## src/rtl/arrow_scheduler_pkg.sv

```systemverilog
// Shared arrow-scheduler definitions: lane geometry, FSM state encoding, arrow decode helper.
// DOUBLE_ARROW_EN (when defined) enables chord arrows in the LFSR sub-module.
package arrow_scheduler_pkg;

  localparam int NUM_ARROWS = 4;
  localparam int LANE_DEPTH = 4;
  localparam int LANE_W     = NUM_ARROWS * LANE_DEPTH;
  localparam logic [5:0] LFSR_RESET = 6'h01;
  localparam logic [5:0] LFSR_LOCK  = 6'h3F;

  typedef enum logic [2:0] {
    ST_IDLE,
    ST_SEED,
    ST_FILL,
    ST_RUN,
    ST_DONE
  } state_t;

  function automatic logic [NUM_ARROWS-1:0] one_hot(input logic [1:0] idx);
    return NUM_ARROWS'(1) << idx;
  endfunction

endpackage

```

## src/rtl/arrow_scheduler_lfsr.sv

```systemverilog
// 6-bit XNOR LFSR with load/step enables; the arrow is decoded from the post-step value, 1-cycle update.
// Never stalls; DOUBLE_ARROW_EN turns lfsr[5:4]==2'b11 steps into two-arrow chords.
module ddr_lfsr6
  import arrow_scheduler_pkg::*;
(
  input  logic                  clk,
  input  logic                  rst_n,
  input  logic                  load,
  input  logic [5:0]            load_val,
  input  logic                  step,
  output logic [NUM_ARROWS-1:0] arrow
);

  logic [5:0] lfsr_q;
  logic [5:0] lfsr_nxt;

  assign lfsr_nxt = {lfsr_q[4:0], ~(lfsr_q[5] ^ lfsr_q[4])};

`ifdef DOUBLE_ARROW_EN
  // Chord partner sits two positions round the arrow ring (2-bit add wraps mod 4).
  assign arrow = one_hot(lfsr_nxt[1:0])
               | ({NUM_ARROWS{lfsr_nxt[5:4] == 2'b11}} & one_hot(lfsr_nxt[1:0] + 2'd2));
`else
  assign arrow = one_hot(lfsr_nxt[1:0]);
`endif

  // All-ones is the XNOR lock-up state, so it is never allowed in.
  always_ff @(posedge clk or negedge rst_n) begin
    if (!rst_n) begin
      lfsr_q <= LFSR_RESET;
    end else if (load) begin
      lfsr_q <= (load_val == LFSR_LOCK) ? LFSR_RESET : load_val;
    end else if (step) begin
      lfsr_q <= lfsr_nxt;
    end
  end

endmodule

```

## src/rtl/arrow_scheduler.sv

```systemverilog
// Beat-driven arrow sequencer: seed, 4-cycle lane pre-fill, then one lane shift per unpaused beat.
// Start-to-RUN is 6 cycles; beats outside RUN or while paused are dropped, never deferred.
module arrow_scheduler
  import arrow_scheduler_pkg::*;
#(
  parameter int SONG_LEN = 32,
  parameter int CNT_W    = 6
) (
  input  logic                  clk,
  input  logic                  rst_n,
  input  logic                  start,
  input  logic                  pause,
  input  logic                  beat_tick,
  input  logic [5:0]            seed,
  output logic [LANE_W-1:0]     lane_arrows,
  output logic [LANE_DEPTH-1:0] lane_valid,
  output logic [CNT_W-1:0]      arrows_left,
  output logic                  busy,
  output logic                  done
);

  localparam logic [CNT_W-1:0] SONG_LEN_C = CNT_W'(SONG_LEN);

  state_t                  state_q, state_d;
  logic [1:0]              fill_cnt_q;
  logic [LANE_W-1:0]       lane_q;
  logic [LANE_DEPTH-1:0]   vld_q;
  logic [CNT_W-1:0]        left_q;
  logic                    lfsr_load;
  logic                    gen;
  logic                    shift;
  logic [NUM_ARROWS-1:0]   arrow;

  ddr_lfsr6 u_lfsr (
    .clk      (clk),
    .rst_n    (rst_n),
    .load     (lfsr_load),
    .load_val (seed),
    .step     (gen),
    .arrow    (arrow)
  );

  always_ff @(posedge clk or negedge rst_n) begin
    if (!rst_n) begin
      state_q <= ST_IDLE;
    end else begin
      state_q <= state_d;
    end
  end

  always_comb begin
    state_d   = state_q;
    lfsr_load = 1'b0;
    gen       = 1'b0;
    shift     = 1'b0;
    case (state_q)
      ST_IDLE, ST_DONE: begin
        if (start) state_d = ST_SEED;
      end
      ST_SEED: begin
        lfsr_load = 1'b1;
        state_d   = ST_FILL;
      end
      ST_FILL: begin
        gen   = 1'b1;
        shift = 1'b1;
        if (fill_cnt_q == 2'd3) state_d = ST_RUN;
      end
      ST_RUN: begin
        if (vld_q == '0) begin
          state_d = ST_DONE;
        end else if (beat_tick && !pause) begin
          shift = 1'b1;
          gen   = (left_q != '0);
        end
      end
      default: state_d = ST_IDLE;
    endcase
  end

  always_ff @(posedge clk or negedge rst_n) begin
    if (!rst_n) begin
      fill_cnt_q <= '0;
    end else begin
      fill_cnt_q <= (state_q == ST_FILL) ? fill_cnt_q + 2'd1 : 2'd0;
    end
  end

  // New arrows enter at slot3 (top nibble); slot0 (bottom nibble) is the head.
  always_ff @(posedge clk or negedge rst_n) begin
    if (!rst_n) begin
      lane_q <= '0;
      vld_q  <= '0;
      left_q <= SONG_LEN_C;
    end else if (state_q == ST_SEED) begin
      lane_q <= '0;
      vld_q  <= '0;
      left_q <= SONG_LEN_C;
    end else if (shift) begin
      lane_q <= {(gen ? arrow : {NUM_ARROWS{1'b0}}), lane_q[LANE_W-1:NUM_ARROWS]};
      vld_q  <= {gen, vld_q[LANE_DEPTH-1:1]};
      if (gen && left_q != '0) left_q <= left_q - CNT_W'(1);
    end
  end

  assign lane_arrows = lane_q;
  assign lane_valid  = vld_q;
  assign arrows_left = left_q;
  assign busy        = (state_q == ST_SEED) || (state_q == ST_FILL) || (state_q == ST_RUN);
  assign done        = (state_q == ST_DONE);

endmodule

```

## config.mk

```make
export PLATFORM = sky130hd
export DESIGN_NAME = arrow_scheduler
export DESIGN_NICKNAME = d
export VERILOG_FILES = /design/src/rtl/arrow_scheduler_pkg.sv /design/src/rtl/arrow_scheduler_lfsr.sv /design/src/rtl/arrow_scheduler.sv
export SDC_FILE = /design/constraint.sdc
export NUM_CORES = 1
export LEC_CHECK = 0
export ABC_AREA = 1
export CORE_MARGIN = 2
export CORE_UTILIZATION = 31
export DETAILED_ROUTE_END_ITERATION = 12
export SETUP_SLACK_MARGIN = 0.15
export SYNTH_ARGS = -nofsm -noshare
export SYNTH_HDL_FRONTEND = slang
export SYNTH_SLANG_ARGS = --single-unit
export TNS_END_PERCENT = 30
```

## constraint.sdc

```tcl
create_clock -name clk -period 3.8 [get_ports clk]
set_input_delay 0.57 -clock clk [delete_from_list [all_inputs] [get_ports clk]]
set_output_delay 0.57 -clock clk [all_outputs]
set_load 0.02 [all_outputs]
```

## Yosys cells after proc, flatten, opt, wreduce, memory -nomap -nowiden

Cells that the tools add are included.

| storage, ports and cells | value |
|---|---|
| register bits after elaboration | 37 |
| input port bits | 11 |
| output and inout bits | 28 |
| word-level logic and storage cells | 57 |

| operators by class | value |
|---|---|
| add/subtract/negate cells | 2 |
| equality and inequality tests | 9 |
| shifts and indexed selects | 1 |
| muxes and demuxes | 23 |
| bitwise logic cells | 2 |
| reductions and logical operators | 14 |

Operators with widths:

| operator | number |
|---|---|
| 6-bit two-way mux | 6 |
| 16-bit two-way mux | 2 |
| 4-bit two-way mux | 3 |
| 3-bit case mux with 4 select lines | 1 |
| 3-bit two-way mux | 3 |
| 3-bit by 2-bit equality test with 1-bit output, second input constant | 2 |
| 6-bit equality test, second input constant | 1 |
| 2-bit inequality test, second input constant | 3 |
| 2-bit nonzero test | 3 |
| 6-bit nonzero test | 1 |
| 6-bit by 1-bit subtractor with 6-bit output, second input constant | 1 |
| 1-bit two-way mux | 5 |
| 4-bit logical NOT | 1 |
| 1-bit case mux with 2 select lines | 2 |
| 1-bit by 2-bit << shifter with 4-bit output, first input constant | 1 |
| 3-bit by 1-bit equality test with 1-bit output, second input constant | 1 |
| 3-bit equality test, second input constant | 1 |
| 3-bit logical NOT | 1 |
| 3-bit AND reduction | 1 |
| 2-bit by 1-bit adder with 2-bit output, second input constant | 1 |
| 2-bit equality test, second input constant | 1 |
| 1-bit logical AND | 2 |
| 1-bit logical OR | 2 |
| 2-bit two-way mux | 1 |
| 5 further kinds | 5 |

## Depth between registers and ports, before layout

Gate-level depths: netlist of the first run.

| logic depth | value |
|---|---|
| depth after elaboration | 9 |
| gate-level depth with buffers | 9 |
| gate-level depth less buffers | 9 |

## By module

A second synthesis of the first run with hierarchy kept.

| second synthesis, totals | value |
|---|---|
| cell total of the unflattened synthesis | 240 |
| area total of the unflattened synthesis | 1849.3 µm² |

Modules (own cells, without submodules):

| module | instances | cells an instance | area each (µm²) | seq. area each (µm²) |
|---|---|---|---|---|
| arrow_scheduler | 1 | 184 | 1462.7 | 777.0 |
| ddr_lfsr6 | 1 | 56 | 386.6 | 151.4 |

## Least setup slack after synthesis of the first run

No wires, ideal clock.

| timing | value |
|---|---|
| kind | register to register |
| start point | register left_q[0], in the netlist arrows_left[0] |
| end point | register left_q[2], in the netlist arrows_left[2] |
| library setup time | 0.066 ns |
| arrival | 1.446 ns |
| required time | 3.734 ns |
| setup slack | 2.288 ns |
| cell stages (with the launch flop) | 9 |
| buffers on the path | 1 |
| cell sequence | dfrtp_1 > inv_1 > ha_1 > nand3_2 > nand4_2 > nand2_2 > buf_6 > nand4_1 > nand2_1 |

| between the ends | value |
|---|---|
| cells in the longest elaborated chain, start to end | 7 |
| elaborated cells between the ends (all ways) | 11 |
| those cells by class | 1 x add/sub; 6 x mux; 4 x reduce/logical |

Ends and longest elaborated chain:

| item | RTL line | text |
|---|---|---|
| start: declaration | arrow_scheduler.sv:28 | `logic [CNT_W-1:0] left_q;` |
| start signal: assignment | arrow_scheduler.sv:102 | `if (gen && left_q != '0) left_q <= left_q - CNT_W'(1);` |
| 6-bit nonzero test | arrow_scheduler.sv:74, arrow_scheduler.sv:102 |  |
| 1-bit two-way mux | arrow_scheduler.sv:72 | `end else if (beat_tick && !pause) begin` |
| 1-bit two-way mux | arrow_scheduler.sv:70 | `if (vld_q == '0) begin` |
| 1-bit case mux with 2 select lines | arrow_scheduler.sv:56 | `case (state_q)` |
| 1-bit logical AND | arrow_scheduler.sv:102 |  |
| 2-bit nonzero test (no source line) | -- |  |
| 2-bit AND reduction (no source line) | -- |  |

Several ways; a longest one is shown, not always the timed one. The select of a mux whose other input is x is not followed.
A chain may end at the register's enable or synchronous reset.

## Final worst setup path of the first run

| timing | value |
|---|---|
| start point | register state_q[1] |
| end point | output port done |

| between the ends | value |
|---|---|
| cells in the longest elaborated chain, start to end | 1 |

Ends and longest elaborated chain:

| item | RTL line | text |
|---|---|---|
| start: declaration | arrow_scheduler.sv:24 | `state_t state_q, state_d;` |
| start signal: assignment | arrow_scheduler.sv:47 | `state_q <= state_d;` |
| 3-bit equality test | arrow_scheduler.sv:110 | `assign done = (state_q == ST_DONE);` |
| end: declaration | arrow_scheduler.sv:19 | `output logic done` |

Every way passes these cells.

==> results.yml, run 1 <==
synth:
  async_reset_ff_frac: 1.00
  synth_nets: 219
  synth-seq-area-share: 0.514
  synth-main-ff-cell: "dfrtp_1"
  synth_most_common_cell: "nand2_1"
  yosysTopAreaCellShare: 0.485
  synth_edf_count: 0
  netlist_area_mm2: 0.00181
  synth.area.top_cells: "dfrtp_1, nand2_1, nand3_1"
  ys_types: 26
  synth_warnings: 0
  syn_inst: 205
  syn_area_per_cell_um2: 8.81
  yosysTopAreaCell: "dfrtp_1"
  synth_common_cells: "nand2_1, dfrtp_1, nand3_1"
  ys_ff_latch: 37
pwr:
  p_per_area_mw_per_mm2: 917
  p_int_w: 0.00114
  power.leakage_nw: 1.10
  switching_power_w: 0.000977
  p_clk_frac: 0.131
  p_sw_frac: 0.461
  irDropWorstVdd_mv: 0.403
  pwr-share-seq: 0.332
  comb_power_share: 0.537
sta:
  rsz0062_at_grt: "false"
  setup-violations-final: 0
  period_needed_ns: 2.23
  min_period_over_period: 0.587
  tns_ns: 0
  slew_viol_final: 0
  worst_pin_slew_ns: 0.824
  fmax_mhz: 449
  fin_skew_ns: 0.00907
  slew_headroom: 0.451
  final_hold_viol_count: 0
floorplanning:
  initial_utilization: 0.324
  die_area_mm2: 0.00645
  fp.dieW_um: 80.3
  rows: 27
  design.core.area_mm2: 0.00557
  ioPinCount: 39
  dieHeight_um: 80.3
layout:
  diodes: 0
  drive_above_1_share: 0.115
  fin_area_mm2: 0.00231
  final_net_count: 257
  syn2layout_area_growth_pct: 27.9
  fin_util: 0.415
clock_tree:
  cts_tree: "yes"
  clkLatencyLatePin_ns: 0.29
  post-cts-setup-buffer-count: 0
  clock-root-buffer: "clkbuf_8"
  ctsResizeCount: 0
  numCtsBuffers: 5
  path_clk_slew_ns: 0.08
  cts_num_sinks: 37
  cts.htree.levels: 2
  cts_hold_buf: 0
  cts.path.max_buffers: 2
run_status:
  status: "finished clean"
detailed_routing:
  met3_length_um: 217
  top_layer: "met4"
  wl_um: 4040
  wl_met2_um: 1830
  vias: 1503
  final_antenna_net_count: 0
  wire_per_inst_um: 12.8
  first_iter_violations: 78
  drc: 0
  firstDrtPassIters: 4
  met1Wirelength_um: 1940
  viasPerCell: 4.77
grt:
  antenna_found_initial: 0
  grt_pass1_vias: 1420
  overflow: 0
  grt_max_degree: 38
  grt_pass1_wl_um: 6670
  grt_usage: 0.134
worst_setup_path:
  path_class: "flop to output pin"
  crit_arrival_ns: 1.66
  worst_setup_path_end_kind: "output pin"
  critical_path.startpoint_type: "flop"
  cp.required_ns: 3.23
  path_max_fanout: 4
placement:
  io_buffers: 38
  place_area_mm2: 0.00222
  hpwl_um: 2730
  gp_congestion: 0.767
flow_run:
  maxCapViolCount: 0
min_path:
  hold_class: "primary input to asynchronous set/reset pin"
## registers in the layout, indices dropped and copies added, names as in the netlist
signal and count:
lane_arrows 16, arrows_left 6, u_lfsr.lfsr_q 6, state_q 3, fill_cnt_q 2, lane_valid 4
## worst max-delay path, cell delays in order, from the launching register on
cell and delay [ns]:
dfrtp_1 0.43, nor2_1 0.16, inv_1 0.09, nor2_1 0.09, clkdlybuf4s50_1 0.60
## power groups by stage
stage,sequential [W],clock (W),combinational [W]
after floorplan,0.000803,0,0.000704
after global placement,0.000708,0,0.00113
after detailed placement,0.000709,0,0.00115
after CTS,0.000704,0.000289,0.00115
after global routing,0.000727,0.000303,0.00127
final,0.000704,0.000277,0.00114
## placed cells by master, fill, tap and decap left out, types with 2 or more instances in the layout
cell type / count
clkbuf_8: 6
clkdlybuf4s50_1: 37
dfrtp_1: 35
dfstp_2: 2
ha_1: 3
inv_1: 19
inv_2: 4
nand2_1: 50
nand2_2: 4
nand3_1: 31
nand3_2: 3
nand4_1: 7
nor2_1: 15
nor2_4: 2
o21ai_0: 7
o21ai_1: 2
o31ai_2: 5
xor2_1: 3
## worst paths after layout
| path | startpoint | end | slack (ns) | cells past startpoint |
|---|---|---|---|---|
| setup reg to reg | state_q[1]$_DFFE_PN0P_ | lane_arrows[3]$_DFFE_PN0P_ | 1.68 | 8 |
| setup / recovery | state_q[1]$_DFFE_PN0P_ | done | 1.57 | 4 |
| max in group asynchronous | rst_n | u_lfsr.lfsr_q[3]$_DFFE_PN0P_ | 2.90 | 1 |
| hold / removal | rst_n | fill_cnt_q[0]$_DFF_PN0_ | 0.38 | 1 |
| min in group clk | fill_cnt_q[0]$_DFF_PN0_ | fill_cnt_q[0]$_DFF_PN0_ | 0.44 | 1 |
| hold reg to reg | fill_cnt_q[0]$_DFF_PN0_ | fill_cnt_q[0]$_DFF_PN0_ | 0.44 | 1 |
## cell families (layout without fill, tap and decap cells)
| kind of cell | Yosys count | after routing | synth area share |
|---|---|---|---|
| flops | 37 | 37 | 0.514 |
| compound gates | 17 | 17 | 0.0727 |
| simple gates | 114 | 114 | 0.299 |
| xor+xnor | 4 | 4 | 0.0194 |
| fa+ha+maj | 3 | 3 | 0.0208 |
| buf+inv | 30 | 68 | 0.0741 |
## through the flow
step	worst slack, ns	cells	total power [W]	hold WS, ns
2_1_floorplan	2.29	205	0.00151	0.274
5_1_grt	1.47	315	0.00230	0.440
3_3_place_gp	1.62	308	0.00184	0.427
6_report	1.57	315	0.00212	0.376
3_5_place_dp	1.59	308	0.00185	0.436
4_1_cts	1.55	315	0.00214	0.417
## layout make-up
type | count | area (um^2)
Fill cell | 564 | 3260
Sequential cell | 37 | 928
Multi-Input combinational cell | 138 | 744
Timing Repair Buffer | 38 | 375
Tap cell | 72 | 90.1
Clock buffer | 7 | 86.3
Inverter | 23 | 86.3
## per-layer routing
layer,global-route usage,up-vias
met5,0,-
met4,0.0508,0
met3,0.0416,6
met2,0.202,46
met1,0.180,709
li1,-,742
Note: power is estimated with default switching activity, not from simulation.
==> run 2: changes to the inputs <==
==> constraint.sdc (replaced) <==
create_clock -name clk -period 2.15 [get_ports clk]
set_input_delay 0.3225 -clock clk [delete_from_list [all_inputs] [get_ports clk]]
set_output_delay 0.3225 -clock clk [all_outputs]
set_load 0.02 [all_outputs]
==> results.yml, run 2 (synthesis results as in run 1) <==
worst_setup_path:
  critical_path.startpoint_type: "flop"
  cp_num_buf_inv: 1
  cp.required_ns: 1.83
  slowest_delay_ns: 0.60
  cp_common_cell: "nor2_1"
  path_max_fanout: 4
  crit_arrival_ns: 1.48
  crit_slowest_cell: "clkdlybuf4s50_1"
  worstPathCellList: "nor2_1, nor2_1, clkdlybuf4s50_1"
  path_class: "flop to output pin"
  worst_setup_path_end_kind: "output pin"
  crit_family: "buffers and inverters"
layout:
  seqCellArea_um2: 928
  final_net_count: 260
  largest_reg_flops: 16
  multiInputGateArea_um2: 744
  layout_commonest_cell: "nand2_1"
  drive_above_1_share: 0.130
  num-fill-cells: 569
  layout_common_cells: "nand2_1, clkdlybuf4s50_1, dfrtp_1"
  syn2layout_area_growth_pct: 31.0
  fin_cells: 319
  diodes: 0
floorplanning:
  ioPinCount: 39
  fp.dieW_um: 80.3
  die_area_mm2: 0.00645
  rows: 27
  initial_utilization: 0.324
  dieHeight_um: 80.3
  design.core.area_mm2: 0.00557
grt:
  antenna_found_initial: 0
  grt_pass1_wl_um: 6800
  grt_pass1_vias: 1457
  overflow: 0
  grt_usage: 0.136
  grt_max_degree: 38
pwr:
  power.leakage_nw: 1.14
  p_per_area_mw_per_mm2: 1650
  p_sw_frac: 0.441
  p_clk_frac: 0.158
  irDropWorstVdd_mv: 0.614
  comb_power_share: 0.522
  switching_power_w: 0.00172
  pwr-share-seq: 0.320
  p_int_w: 0.00218
detailed_routing:
  vias: 1515
  drc: 0
  wl_um: 3870
  viasPerCell: 4.75
  firstDrtPassIters: 4
  final_antenna_net_count: 0
  wire_per_inst_um: 12.1
  first_iter_violations: 76
clock_tree:
  cts.path.max_buffers: 2
  cts_tree: "yes"
  clock-root-buffer: "clkbuf_8"
  post-cts-setup-buffer-count: 0
  cts_num_sinks: 37
  clkLatencyLatePin_ns: 0.28
  numCtsBuffers: 5
  path_clk_slew_ns: 0.07
  cts.htree.levels: 2
sta:
  slew_viol_final: 0
  slew_headroom: 0.455
  fmax_mhz: 556
  rsz0062_at_grt: "false"
  setup-violations-final: 0
  worst_pin_slew_ns: 0.817
  fin_skew_ns: 0.00789
  tns_ns: 0
  min_period_over_period: 0.836
  period_needed_ns: 1.80
  final_hold_viol_count: 0
placement:
  gp_congestion: 0.748
  dp_cells: 311
  hpwl_um: 2750
  io_buffers: 38
run_status:
  status: "finished clean"
min_path:
  hold_class: "primary input to asynchronous set/reset pin"
flow_run:
  maxCapViolCount: 0
[run 2: layer usage]
metal,part of all wire,up-vias,GRT usage
met5,0,-,0
met4,0.016,0,0.0508
met3,0.048,9,0.0326
met2,0.45,38,0.201
met1,0.49,715,0.193
li1,-,753,-
[run 2: cell type report]
class	count	area share
clock inverter	1	0.0127
sequential	37	0.392
inverter	23	0.0365
clock buffer	7	0.0365
multi-input combinational	138	0.315
tap	72	0.0381
timing repair buffer	41	0.169
[run 2: path summary, 6_finish.rpt]
check	startpoint	endpoint	slack, ns	depth (start not counted)
max in group asynchronous	rst_n	lane_valid[0]$_DFFE_PN0P_	1.50	1
worst min-delay path	rst_n	state_q[1]$_DFFE_PN0P_	0.13	1
worst min register to register	fill_cnt_q[0]$_DFF_PN0_	fill_cnt_q[0]$_DFF_PN0_	0.44	1
worst max register to register	arrows_left[0]$_DFFE_PN0P_	arrows_left[4]$_DFFE_PN0P_	0.46	8
worst max-delay path	state_q[1]$_DFFE_PN0P_	busy	0.35	3
min in group clk	fill_cnt_q[0]$_DFF_PN0_	fill_cnt_q[0]$_DFF_PN0_	0.44	1
[run 2: per-stage QoR]
stage	cell area (um^2)	setup slack [ns]	hold slack, ns	power, W	util
3_5_place_dp	2250	0.322	0.436	0.00332	0.403
3_3_place_gp	2250	0.344	0.430	0.00329	0.403
2_1_floorplan	1810	0.638	0.0269	0.00266	-
4_1_cts	2360	0.177	0.167	0.00395	0.424
5_1_grt	2370	0.235	0.211	0.00427	0.424
6_report	2370	0.352	0.131	0.00390	0.424
[run 2: power groups by stage]
stage	registers (W)	clock network [W]	logic [W]
floorplan	0.00142	0	0.00124
finish	0.00125	0.000615	0.00204
global route	0.00129	0.000668	0.00231
detailed placement	0.00126	0	0.00206
global placement	0.00126	0	0.00204
CTS	0.00125	0.000627	0.00207
[run 2: timing repair]
item / CTS / global route
gates resized for setup: 0 / 1
hold buffers: 0 / 0
setup endpoints to repair: 0 / 1
